==> src/rtl/spi_slave_fsm.sv <==
// SPI-slave transaction sequencer: counts conditioned SCLK edge pulses and emits the
// address-latch, shift-load, memory-write and MISO-enable controls for one cmd+data frame.
module spi_slave_fsm #(
  parameter int unsigned WIDTH     = 8,
  parameter int unsigned ADDR_BITS = 7
) (
  input  logic clk,
  input  logic rst_n,
  input  logic cs_n,
  input  logic sclk_rise,
  input  logic sclk_fall,
  input  logic rw_bit,
  output logic sr_load,
  output logic addr_we,
  output logic dm_we,
  output logic miso_en,
  output logic busy
);

  localparam int unsigned CntW = $clog2(WIDTH + 1);
  // Command byte is ADDR_BITS address bits plus the R/W bit.
  localparam logic [CntW-1:0] CmdLast  = CntW'(ADDR_BITS);
  localparam logic [CntW-1:0] DataLast = CntW'(WIDTH - 1);

  typedef enum logic [2:0] {
    StIdle,
    StGetAddr,
    StLatch,
    StReadLoad,
    StReadSend,
    StWriteGet,
    StWriteStore,
    StDone
  } state_e;

  state_e            state_q, state_d;
  logic [CntW-1:0]   cnt_q, cnt_d;

  always_comb begin
    state_d = state_q;
    cnt_d   = cnt_q;
    case (state_q)
      StIdle: begin
        if (!cs_n) state_d = StGetAddr;
      end
      StGetAddr: begin
        if (sclk_rise) begin
          if (cnt_q == CmdLast) state_d = StLatch;
          else                  cnt_d   = cnt_q + CntW'(1);
        end
      end
      StLatch: begin
        state_d = rw_bit ? StReadLoad : StWriteGet;
      end
      StReadLoad: begin
        state_d = StReadSend;
      end
      StReadSend: begin
        if (sclk_fall) begin
          if (cnt_q == DataLast) state_d = StDone;
          else                   cnt_d   = cnt_q + CntW'(1);
        end
      end
      StWriteGet: begin
        if (sclk_rise) begin
          if (cnt_q == DataLast) state_d = StWriteStore;
          else                   cnt_d   = cnt_q + CntW'(1);
        end
      end
      StWriteStore: begin
        state_d = StDone;
      end
      StDone: begin
        state_d = StDone;
      end
      default: begin
        state_d = StIdle;
      end
    endcase

    // Deselect overrides everything, so a pending strobe state is abandoned.
    if (cs_n && (state_q != StIdle)) state_d = StIdle;
    if (state_d != state_q) cnt_d = '0;
  end

  always_ff @(posedge clk or negedge rst_n) begin
    if (!rst_n) begin
      state_q <= StIdle;
      cnt_q   <= '0;
    end else begin
      state_q <= state_d;
      cnt_q   <= cnt_d;
    end
  end

  assign addr_we = (state_q == StLatch);
  assign sr_load = (state_q == StReadLoad);
  assign dm_we   = (state_q == StWriteStore);
  assign miso_en = (state_q == StReadSend);
  assign busy    = (state_q != StIdle);

endmodule
==> config.mk <==
export PLATFORM = sky130hd
export DESIGN_NAME = spi_slave_fsm
export DESIGN_NICKNAME = d
export VERILOG_FILES = /design/src/rtl/spi_slave_fsm.sv
export SDC_FILE = /design/constraint.sdc
export NUM_CORES = 1
export LEC_CHECK = 0
export CORE_AREA = 2 2 39 41
export CTS_CLUSTER_DIAMETER = 80
export CTS_CLUSTER_SIZE = 20
export DETAILED_ROUTE_END_ITERATION = 6
export DIE_AREA = 0 0 41 43
export GPL_ROUTABILITY_DRIVEN = 0
export PLACE_DENSITY = 0.68
export SLEW_MARGIN = 30
export SYNTH_ARGS = -nofsm -noshare
export SYNTH_HDL_FRONTEND = slang
export SYNTH_SLANG_ARGS = --single-unit
==> constraint.sdc <==
create_clock -name clk -period 3.2 [get_ports clk]
set_clock_uncertainty 0.2 [all_clocks]
set_input_delay 0.48 -clock clk [delete_from_list [all_inputs] [get_ports clk]]
set_output_delay 0.48 -clock clk [all_outputs]
set_load 0.05 [all_outputs]
==> results of run 1 <==
-- registers in the layout, summed over array words and instances, names as in the netlist --
name / cells
cnt_q: 4
state_q: 3
-- critical path: stages, from the launching register on --
cell and delay (ps):
dfrtp_1 480, or3_2 500, clkdlybuf4s50_1 700
-- cell usage in the layout (no fill, tap or decap) --
master and n:
a211oi_1 1, a21oi_1 7, a21oi_2 1, and2_1 1, and3_2 1, and3b_1 2
and4b_1 1, and4bb_2 1, clkbuf_1 1, clkbuf_4 3, clkdlybuf4s50_1 10, dfrtp_1 7
ha_1 1, inv_1 2, nand2_1 2, nand2b_1 2, nand3_1 2, nand3b_1 2
nand4b_1 1, nor2_1 6, nor2_2 1, nor2b_1 3, o211ai_1 1, o21ai_0 6
or2_2 2, or2b_1 1, or3_1 1, or3_2 1, or4_4 1
-- area by class of cell --
| type | count | share of cell area |
|---|---|---|
| Timing Repair Buffer | 10 | 0.159 |
| Multi-Input combinational cell | 48 | 0.478 |
| Inverter | 2 | 0.0119 |
| Clock buffer | 4 | 0.0417 |
| Tap cell | 16 | 0.0317 |
| Sequential cell | 7 | 0.278 |
-- power groups by stage --
stage	Clock, mW	Combinational, mW	Sequential (mW)
global route	0.0877	0.0344	0.0962
global placement	0	0.0306	0.0970
finish	0.0817	0.0305	0.0958
detailed placement	0	0.0306	0.0971
floorplan	0	0.0197	0.0946
CTS	0.0851	0.0309	0.0956
-- worst paths after layout --
kind	end	slack [ps]
min in group clk	cnt_q[1]	370
max reg2reg	cnt_q[3]	1400
max	busy	590
min	cnt_q[0]	280
max in group asynchronous	state_q[1]	2280
min reg2reg	cnt_q[1]	370
-- cell families after synthesis --
group,count (synthesis)
AOI/OAI and AO/OA,16
adders and majority gates,1
and+or+nand+nor,31
DFF,7
buffers and inverters,4
-- cell usage after synthesis, drive strengths merged --
cell type / count / area share
a211oi: 1 / 0.015
a21oi: 8 / 0.087
and2: 1 / 0.012
and3: 1 / 0.015
and3b: 2 / 0.035
and4b: 1 / 0.020
and4bb: 1 / 0.025
buf: 2 / 0.037
dfrtp: 7 / 0.35
ha: 1 / 0.025
inv: 2 / 0.015
nand2: 2 / 0.015
nand2b: 2 / 0.025
nand3: 2 / 0.020
nand3b: 2 / 0.030
nand4b: 1 / 0.017
nor2: 7 / 0.057
nor2b: 3 / 0.037
o211ai: 1 / 0.015
o21ai: 6 / 0.060
or2: 2 / 0.025
or2b: 1 / 0.015
or3: 2 / 0.027
or4: 1 / 0.022
-- per-layer routing --
metal | wire length, um | GRT usage | part of all wire
met1 | 537 | 0.219 | 0.49
met2 | 490 | 0.244 | 0.45
met3 | 32 | 0.0157 | 0.029
met4 | 31 | 0.120 | 0.028
met5 | 0 | 0 | 0
-- metrics by stage --
step           power [mW]  utilization
5_1_grt             0.218        0.456
6_report            0.208        0.456
3_3_place_gp        0.128        0.437
4_1_cts             0.212        0.456
2_1_floorplan       0.114            -
3_5_place_dp        0.128        0.437
==> metrics.md, run 1 <==
| Metric | Value |
|---|---|
| Sequential share of power | 0.460 |
| Sw Pwr | 55.0 uW |
| Setup Buffers After CTS | 0 |
| Reg2Reg Depth | 4 |
| Antenna cells | 0 |
| Multi-input logic area | 302 um2 |
| Final slew viol count | 0 |
| Initial antenna violation count | 0 |
| CTS Hold Bufs | 0 |
| Layout area overhead | 25.4% |
| Xor and xnor area share after synthesis | 0 |
| CP Max Fanout | 11 |
| Clk Latency, worst-skew pair | 260 ps |
| Final hold violation count | 0 |
| Die Ht | 43 um |
| Fillcell total | 143 |
| Layout cells sized above 1 | 0.155 |
| RSZ-0062 raised after global routing | no |
| CTS Root Cell | clkbuf_4 |
| Final setup margin | 585 ps |
| CP Capture Type | output pin |
| Outcome | finished, final reports clean |
| Clock slew at reported path FFs | 50 ps |
| Final setup TNS | 0 ps |
| Post-Synth Adder-Cell Area | 0.0249 |
| Vias/cell | 5.18 |
| Crit path from | state_q[0] |
| Leak Pwr | 0.261 nW |
| Fin nets | 79 |
| Floorplan Core Area | 0.00138 mm2 |
| Hold WS | 284 ps |
| Share of power burned in combinational logic | 0.147 |
| CTS Buf Count | 3 |
| Largest net degree at the start of global routing | 12 |
| All-layer global routing usage | 0.167 |
| Ports | 11 |
| Final setup vio count | 0 |
| Hold WC Path Type | in2async |
| Synth Warn # | 0 |
| Post-synthesis average cell area | 8.53 um2 |
| Wire per inst | 12.5 um |
| Die X | 41 um |
| Power density over the cells | 330 mW/mm2 |
| Total internal power | 153 uW |
| Clock sink count | 7 |
| Vias in the first global route | 451 |
| Crit start category | register |
| Max_cap viols | 0 |
| Min Tclk post-route | 2610 ps |
| Fin area | 631 um2 |
| Peak VDD IR | 0.173 mV |
| Cell Area, Synth | 503 um2 |
| Die area | 0.00176 mm2 |
| Switching Share | 0.264 |
| Largest family of logic cells by synthesized area | simple AND/OR/NAND/NOR gates |
| Crit path arrival time | 1930 ps |
| Placed insts | 83 |
| Placed inst area | 604 um2 |
| CTS resizes | 0 |
| R2r startpoint | state_q[0] |
| Total grt overflow | 0 |
| Synthesis-stage register bit count | 7 |
| Fraction of the mapped netlist area in simple logic gates | 0.398 |
| Fmax | 382 MHz |
| Wirelength, routed | 1090 um |
| Number of I/O port buffers | 10 |
| Slew @ Worst Pin | 489 ps |
| Slew headroom | 0.673 |
| Cells after Synth | 59 |
| Complex-gate fraction of the synthesized area | 0.177 |
| Initial core utilization | 0.363 |
| Via count | 451 |
| Post-Syn Nets | 66 |
| Worst slack at placement | 867 ps |
| Reg area | 175 um2 |
| CTS tree | built |
| Post-DP HPWL | 783 um |
| Netlist cell types | 28 |
| Final ANT Viol Nets | 0 |
| CP required | 2520 ps |
| Iteration-0 DRC count of the detailed router | 5 |
| Clock power share | 0.393 |
| WS Path Type | reg2out |
| CTS max path bufs | 2 |
| Layout Cells excl Fill | 87 |
| First-pass GRT wire length | 1950 um |
| DRC viols | 0 |
| H-tree levels | 1 |
| DRT Pass-1 Iters | 4 |
| Post-synthesis mux area share | 0 |
| Period utilization | 0.817 |
| Core Rows | 14 |
| Sequential cell area fraction in the yosys report | 0.348 |
Note: power is estimated with default switching activity, not from simulation.
==> inputs of run 2 (changes only) <==
--- a/config.mk
+++ b/config.mk
@@ -11,7 +11,7 @@
 export DETAILED_ROUTE_END_ITERATION = 6
 export DIE_AREA = 0 0 41 43
 export GPL_ROUTABILITY_DRIVEN = 0
-export PLACE_DENSITY = 0.68
+export PLACE_DENSITY = 0.7
 export SLEW_MARGIN = 30
 export SYNTH_ARGS = -nofsm -noshare
 export SYNTH_HDL_FRONTEND = slang
==> constraint.sdc (replaced) <==
create_clock -name clk -period 2.4 [get_ports clk]
set_clock_uncertainty 0.2 [all_clocks]
set_input_delay 0.36 -clock clk [delete_from_list [all_inputs] [get_ports clk]]
set_output_delay 0.36 -clock clk [all_outputs]
set_load 0.05 [all_outputs]
==> run 2 against run 1 <==
Compared with the run above: die area unchanged; first-iteration DRC count decreased by 20%; worst setup slack got worse by 180 ps; count of clock-buffer cells in the layout unchanged; sequential share of layout area increased by 0.22 points; critical path depth unchanged; sequential cell count unchanged; non-clock buffer count increased by 1; global-route usage decreased by 2.9 points; final cell count increased by 1.1%; power increased by 33%; combinational power increased by 35%; critical path type unchanged; critical endpoint unchanged.
==> metrics.md, run 2 (synthesis gave the netlist of run 1 again) <==
| Metric | Value |
|---|---|
| Outcome | finished, final reports clean |
| CTS tree | built |
| Initial antenna violation count | 0 |
| Final slew viol count | 0 |
| Wire per inst | 11.1 um |
| Min Tclk post-route | 1990 ps |
| Fmax | 502 MHz |
| Power density over the cells | 441 mW/mm2 |
| Layout Cells excl Fill | 88 |
| First-pass GRT wire length | 1710 um |
| Largest registers | cnt_q x4, state_q x3 |
| Layout area overhead | 24.4% |
| Fin area | 626 um2 |
| Most frequent cells in the layout | a21oi_1 (7), dfrtp_1 (7), nor2_1 (6), o21ai_0 (6), buf_4 (6) |
| Peak VDD IR | 0.249 mV |
| H-tree levels | 1 |
| Number of I/O port buffers | 10 |
| Core Rows | 14 |
| Share of power burned in combinational logic | 0.149 |
| Clock slew at reported path FFs | 50 ps |
| Switching Share | 0.259 |
| Multi-input logic area | 302 um2 |
| Clk Latency, worst-skew pair | 250 ps |
| CTS Root Cell | clkbuf_4 |
| Critical path cell sequence | or3_2, buf_4 |
| Initial core utilization | 0.363 |
| Vias/cell | 5.26 |
| R2r setup slk | 620 ps |
| Largest register FFs | 4 |
| Die Ht | 43 um |
| Hold WC Path Type | in2async |
| CP max stage delay | 500 ps |
| Final ANT Viol Nets | 0 |
| Floorplan Core Area | 0.00138 mm2 |
| Reg area | 175 um2 |
| Hold WS | 170 ps |
| Period utilization | 0.829 |
| Crit start category | register |
| Max_cap viols | 0 |
| Leak Pwr | 0.275 nW |
| R2r startpoint | state_q[0] |
| Final setup margin | 409 ps |
| CTS max path bufs | 2 |
| Fillcell total | 138 |
| Slew @ Worst Pin | 402 ps |
| Reg2Reg Depth | 4 |
| Crit path max-delay cell type | or3_2 |
| Final setup TNS | 0 ps |
| Worst r2r dst | cnt_q[3] |
| CTS resizes | 0 |
| Largest net degree at the start of global routing | 12 |
| Wirelength, routed | 975 um |
| Setup Buffers After CTS | 0 |
| CTS Hold Bufs | 0 |
| Total internal power | 204 uW |
| Via count | 463 |
| Slew headroom | 0.731 |
| Placed insts | 84 |
| Post-layout util | 0.452 |
| Final hold violation count | 0 |
| All-layer global routing usage | 0.139 |
| Pwr Total | 276 uW |
| Register with the highest flop count | cnt_q |
| RSZ-0062 raised after global routing | no |
| Worst slack at placement | 351 ps |
| Total grt overflow | 0 |
| Fin nets | 80 |
| Die area | 0.00176 mm2 |
| Post-DP HPWL | 750 um |
| Placed inst area | 599 um2 |
| Layout cells sized above 1 | 0.236 |
| Vias in the first global route | 410 |
| DRT Pass-1 Iters | 4 |
| Die X | 41 um |
| CP required | 1840 ps |
| WS Path Type | reg2out |
| CTS Buf Count | 3 |
| Clock sink count | 7 |
| Ports | 11 |
| Antenna cells | 0 |
| DRC viols | 0 |
| Sequential share of power | 0.462 |
| Crit path arrival time | 1430 ps |
| Clock power share | 0.389 |
| Iteration-0 DRC count of the detailed router | 4 |
| Sw Pwr | 71.5 uW |
| CP Max Fanout | 11 |
| Final setup vio count | 0 |
| CP Capture Type | output pin |
-- run 2: cell types whose count changed in the layout (fill, tap and decap cells not counted) --
| cell | delta |
|---|---|
| buf_4 | +6 |
| clkdlybuf4s50_1 | -5 |
-- run 2: metal layers --
layer / GRT usage / up-vias / wire [um]
met5: 0 / - / 0
met4: 0.0600 / 0 / 14
met1: 0.197 / 212 / 506
li1: - / 238 / -
met2: 0.194 / 11 / 411
met3: 0.0314 / 2 / 42
-- run 2: layout make-up --
| cell class | instances | share of cell area |
|---|---|---|
| inverters | 2 | 0.0120 |
| multi-input cells | 48 | 0.482 |
| repair buffers | 11 | 0.152 |
| flip-flops and latches | 7 | 0.280 |
| well taps | 16 | 0.0320 |
| clock buffers | 4 | 0.0420 |
-- run 2: worst max-delay path by stage --
| stage | startpoint | endpoint | slack [ps] | cells past startpoint |
|---|---|---|---|---|
| after floorplan | state_q[1] | miso_en | 470 | 3 |
| after global placement | sclk_fall | cnt_q[3] | 380 | 5 |
| after detailed placement | sclk_fall | cnt_q[3] | 350 | 5 |
| after CTS | state_q[0] | busy | 410 | 2 |
| after global routing | state_q[0] | busy | 350 | 2 |
| final | state_q[0] | busy | 410 | 2 |
-- run 2: critical path, delay by kind of cell, from the launching register on --
kind                   cells  cell delay (ps)
and+or+nand+nor            1              500
DFF                        1              480
buffers and inverters      1              200
-- run 2: power groups by stage --
stage	registers [mW]	clock network [mW]	logic, mW
floorplan	0.126	0	0.0263
global placement	0.130	0	0.0414
detailed placement	0.130	0	0.0414
CTS	0.128	0.109	0.0418
global route	0.128	0.117	0.0466
finish	0.128	0.107	0.0411
==> inputs of run 3 (changes only) <==
--- a/config.mk
+++ b/config.mk
@@ -11,7 +11,7 @@
 export DETAILED_ROUTE_END_ITERATION = 6
 export DIE_AREA = 0 0 41 43
 export GPL_ROUTABILITY_DRIVEN = 0
-export PLACE_DENSITY = 0.7
+export PLACE_DENSITY = 0.68
 export SLEW_MARGIN = 30
 export SYNTH_ARGS = -nofsm -noshare
 export SYNTH_HDL_FRONTEND = slang
==> constraint.sdc (replaced) <==
create_clock -name clk -period 2.05 [get_ports clk]
set_clock_uncertainty 0.2 [all_clocks]
set_input_delay 0.3075 -clock clk [delete_from_list [all_inputs] [get_ports clk]]
set_output_delay 0.3075 -clock clk [all_outputs]
set_load 0.05 [all_outputs]
==> run 3 against run 2 <==
Compared with the run above: hold slack got worse by 51 ps; wire length rose by 13%; largest cell class unchanged; first-iteration DRC count fell by 100%; critical path depth did not move; sequential share of layout area fell by 2.4 points; combinational power rose by 31%; highest routed layer unchanged; final area rose by 9.2%; utilization rose by 4.2 points; global-route usage rose by 2.3 points; power rose by 19%; register-to-register slack got worse by 360 ps.
==> metrics.md, run 3 (synthesis gave the netlist of run 1 again) <==
| Metric | Value |
|---|---|
| Setup Buffers After CTS | 0 |
| Final ANT Viol Nets | 0 |
| Final hold violation count | 0 |
| CP Capture Type | output pin |
| Reg2Reg Depth | 5 |
| Crit start category | register |
| Number of I/O port buffers | 10 |
| CTS Buf Count | 3 |
| CTS Hold Bufs | 0 |
| CTS resizes | 0 |
| Hold WS | 120 ps |
| Die X | 41 um |
| CTS Root Cell | clkbuf_4 |
| Pwr Total | 328 uW |
| Initial antenna violation count | 0 |
| Crit path max-delay cell type | or3_2 |
| Total grt overflow | 0 |
| CP max stage delay | 470 ps |
| Wirelength, routed | 1100 um |
| Initial core utilization | 0.363 |
| Layout area overhead | 35.8% |
| Final slew viol count | 0 |
| Via count | 457 |
| Post-DP HPWL | 845 um |
| Period utilization | 0.923 |
| Worst slack at placement | 74.9 ps |
| CTS tree | built |
| Fillcell total | 137 |
| Layout Cells excl Fill | 89 |
| Min Tclk post-route | 1890 ps |
| Power density over the cells | 480 mW/mm2 |
| Multi-input logic area | 302 um2 |
| Antenna cells | 0 |
| First-pass GRT wire length | 1860 um |
| Final setup vio count | 0 |
| Core Rows | 14 |
| CP Max Fanout | 11 |
| Die area | 0.00176 mm2 |
| DRT Pass-1 Iters | 1 |
| Fin nets | 81 |
| CTS max path bufs | 2 |
| Slew headroom | 0.697 |
| Post-layout util | 0.494 |
| R2r startpoint | cnt_q[0] |
| Layout cells sized above 1 | 0.247 |
| Register with the highest flop count | cnt_q |
| H-tree levels | 1 |
| Leak Pwr | 0.291 nW |
| Wire per inst | 12.3 um |
| R2r setup slk | 260 ps |
| Max_cap viols | 0 |
| Buf/Inv on CP | 1 |
| Slew @ Worst Pin | 452 ps |
| RSZ-0062 raised after global routing | no |
| CP required | 1540 ps |
| Crit path arrival time | 1380 ps |
| Hold WC Path Type | in2async |
| Placed insts | 85 |
| Largest net degree at the start of global routing | 12 |
| Final setup margin | 158 ps |
| Floorplan Core Area | 0.00138 mm2 |
| Placed inst area | 657 um2 |
| WS Path Type | reg2out |
| Largest register FFs | 4 |
| Most frequent cells in the layout | a21oi_1 (7), dfrtp_1 (7), nor2_1 (6), o21ai_0 (6), clkdlybuf4s50_1 (5) |
| Vias/cell | 5.13 |
| Ports | 11 |
| Reg area | 175 um2 |
| Largest registers | cnt_q x4, state_q x3 |
| Fin area | 683 um2 |
| Clock sink count | 7 |
| Clock slew at reported path FFs | 50 ps |
| Die Ht | 43 um |
| Peak VDD IR | 0.378 mV |
| Final setup TNS | 0 ps |
| Outcome | finished, final reports clean |
| Iteration-0 DRC count of the detailed router | 0 |
| Worst r2r dst | cnt_q[2] |
| DRC viols | 0 |
| Vias in the first global route | 422 |
| Crit path max-delay family | simple AND/OR/NAND/NOR gates |
| Critical path cell sequence | or3_2, buf_4 |
| All-layer global routing usage | 0.162 |
| Fmax | 529 MHz |
| Clk Latency, worst-skew pair | 250 ps |
## run 3: cell types whose count changed in the layout (fill, tap and decap cells not counted)
cell	before	now
buf_4	6	3
buf_12	0	4
## run 3: worst max path at each step
| stage | startpoint | to | cells after the start |
|---|---|---|---|
| 3_3_place_gp | sclk_fall | cnt_q[3] | 5 |
| 4_1_cts | state_q[1] | busy | 2 |
| 6_report | state_q[1] | busy | 2 |
| 5_1_grt | cnt_q[0] | cnt_q[2] | 5 |
| 2_1_floorplan | state_q[1] | miso_en | 3 |
| 3_5_place_dp | sclk_fall | cnt_q[3] | 5 |
## run 3: power by group
group / internal [mW] / switching (mW) / leakage (nW)
logic: 0.0243 / 0.0295 / 0.181
clock network: 0.0743 / 0.0517 / 0.0150
registers: 0.143 / 0.00496 / 0.0954
## run 3: cell type report
| type | count | area share |
|---|---|---|
| Tap cell | 16 | 0.0293 |
| Multi-Input combinational cell | 48 | 0.441 |
| Timing Repair Buffer | 12 | 0.223 |
| Sequential cell | 7 | 0.256 |
| Inverter | 2 | 0.0110 |
| Clock buffer | 4 | 0.0385 |
## run 3: worst register-to-register path, cell delays in order, from the launching register on
cell and delay [ps]:
dfrtp_1 400, ha_1 260, and4b_1 220, o21ai_0 160, o211ai_1 220, a211oi_1 240
## run 3: per-layer routing
layer / GRT usage / up-vias / share of wire
met5: 0 / - / 0
met4: 0.120 / 0 / 0.030
met3: 0.0314 / 4 / 0.024
met2: 0.241 / 8 / 0.47
met1: 0.195 / 207 / 0.47
li1: - / 238 / -
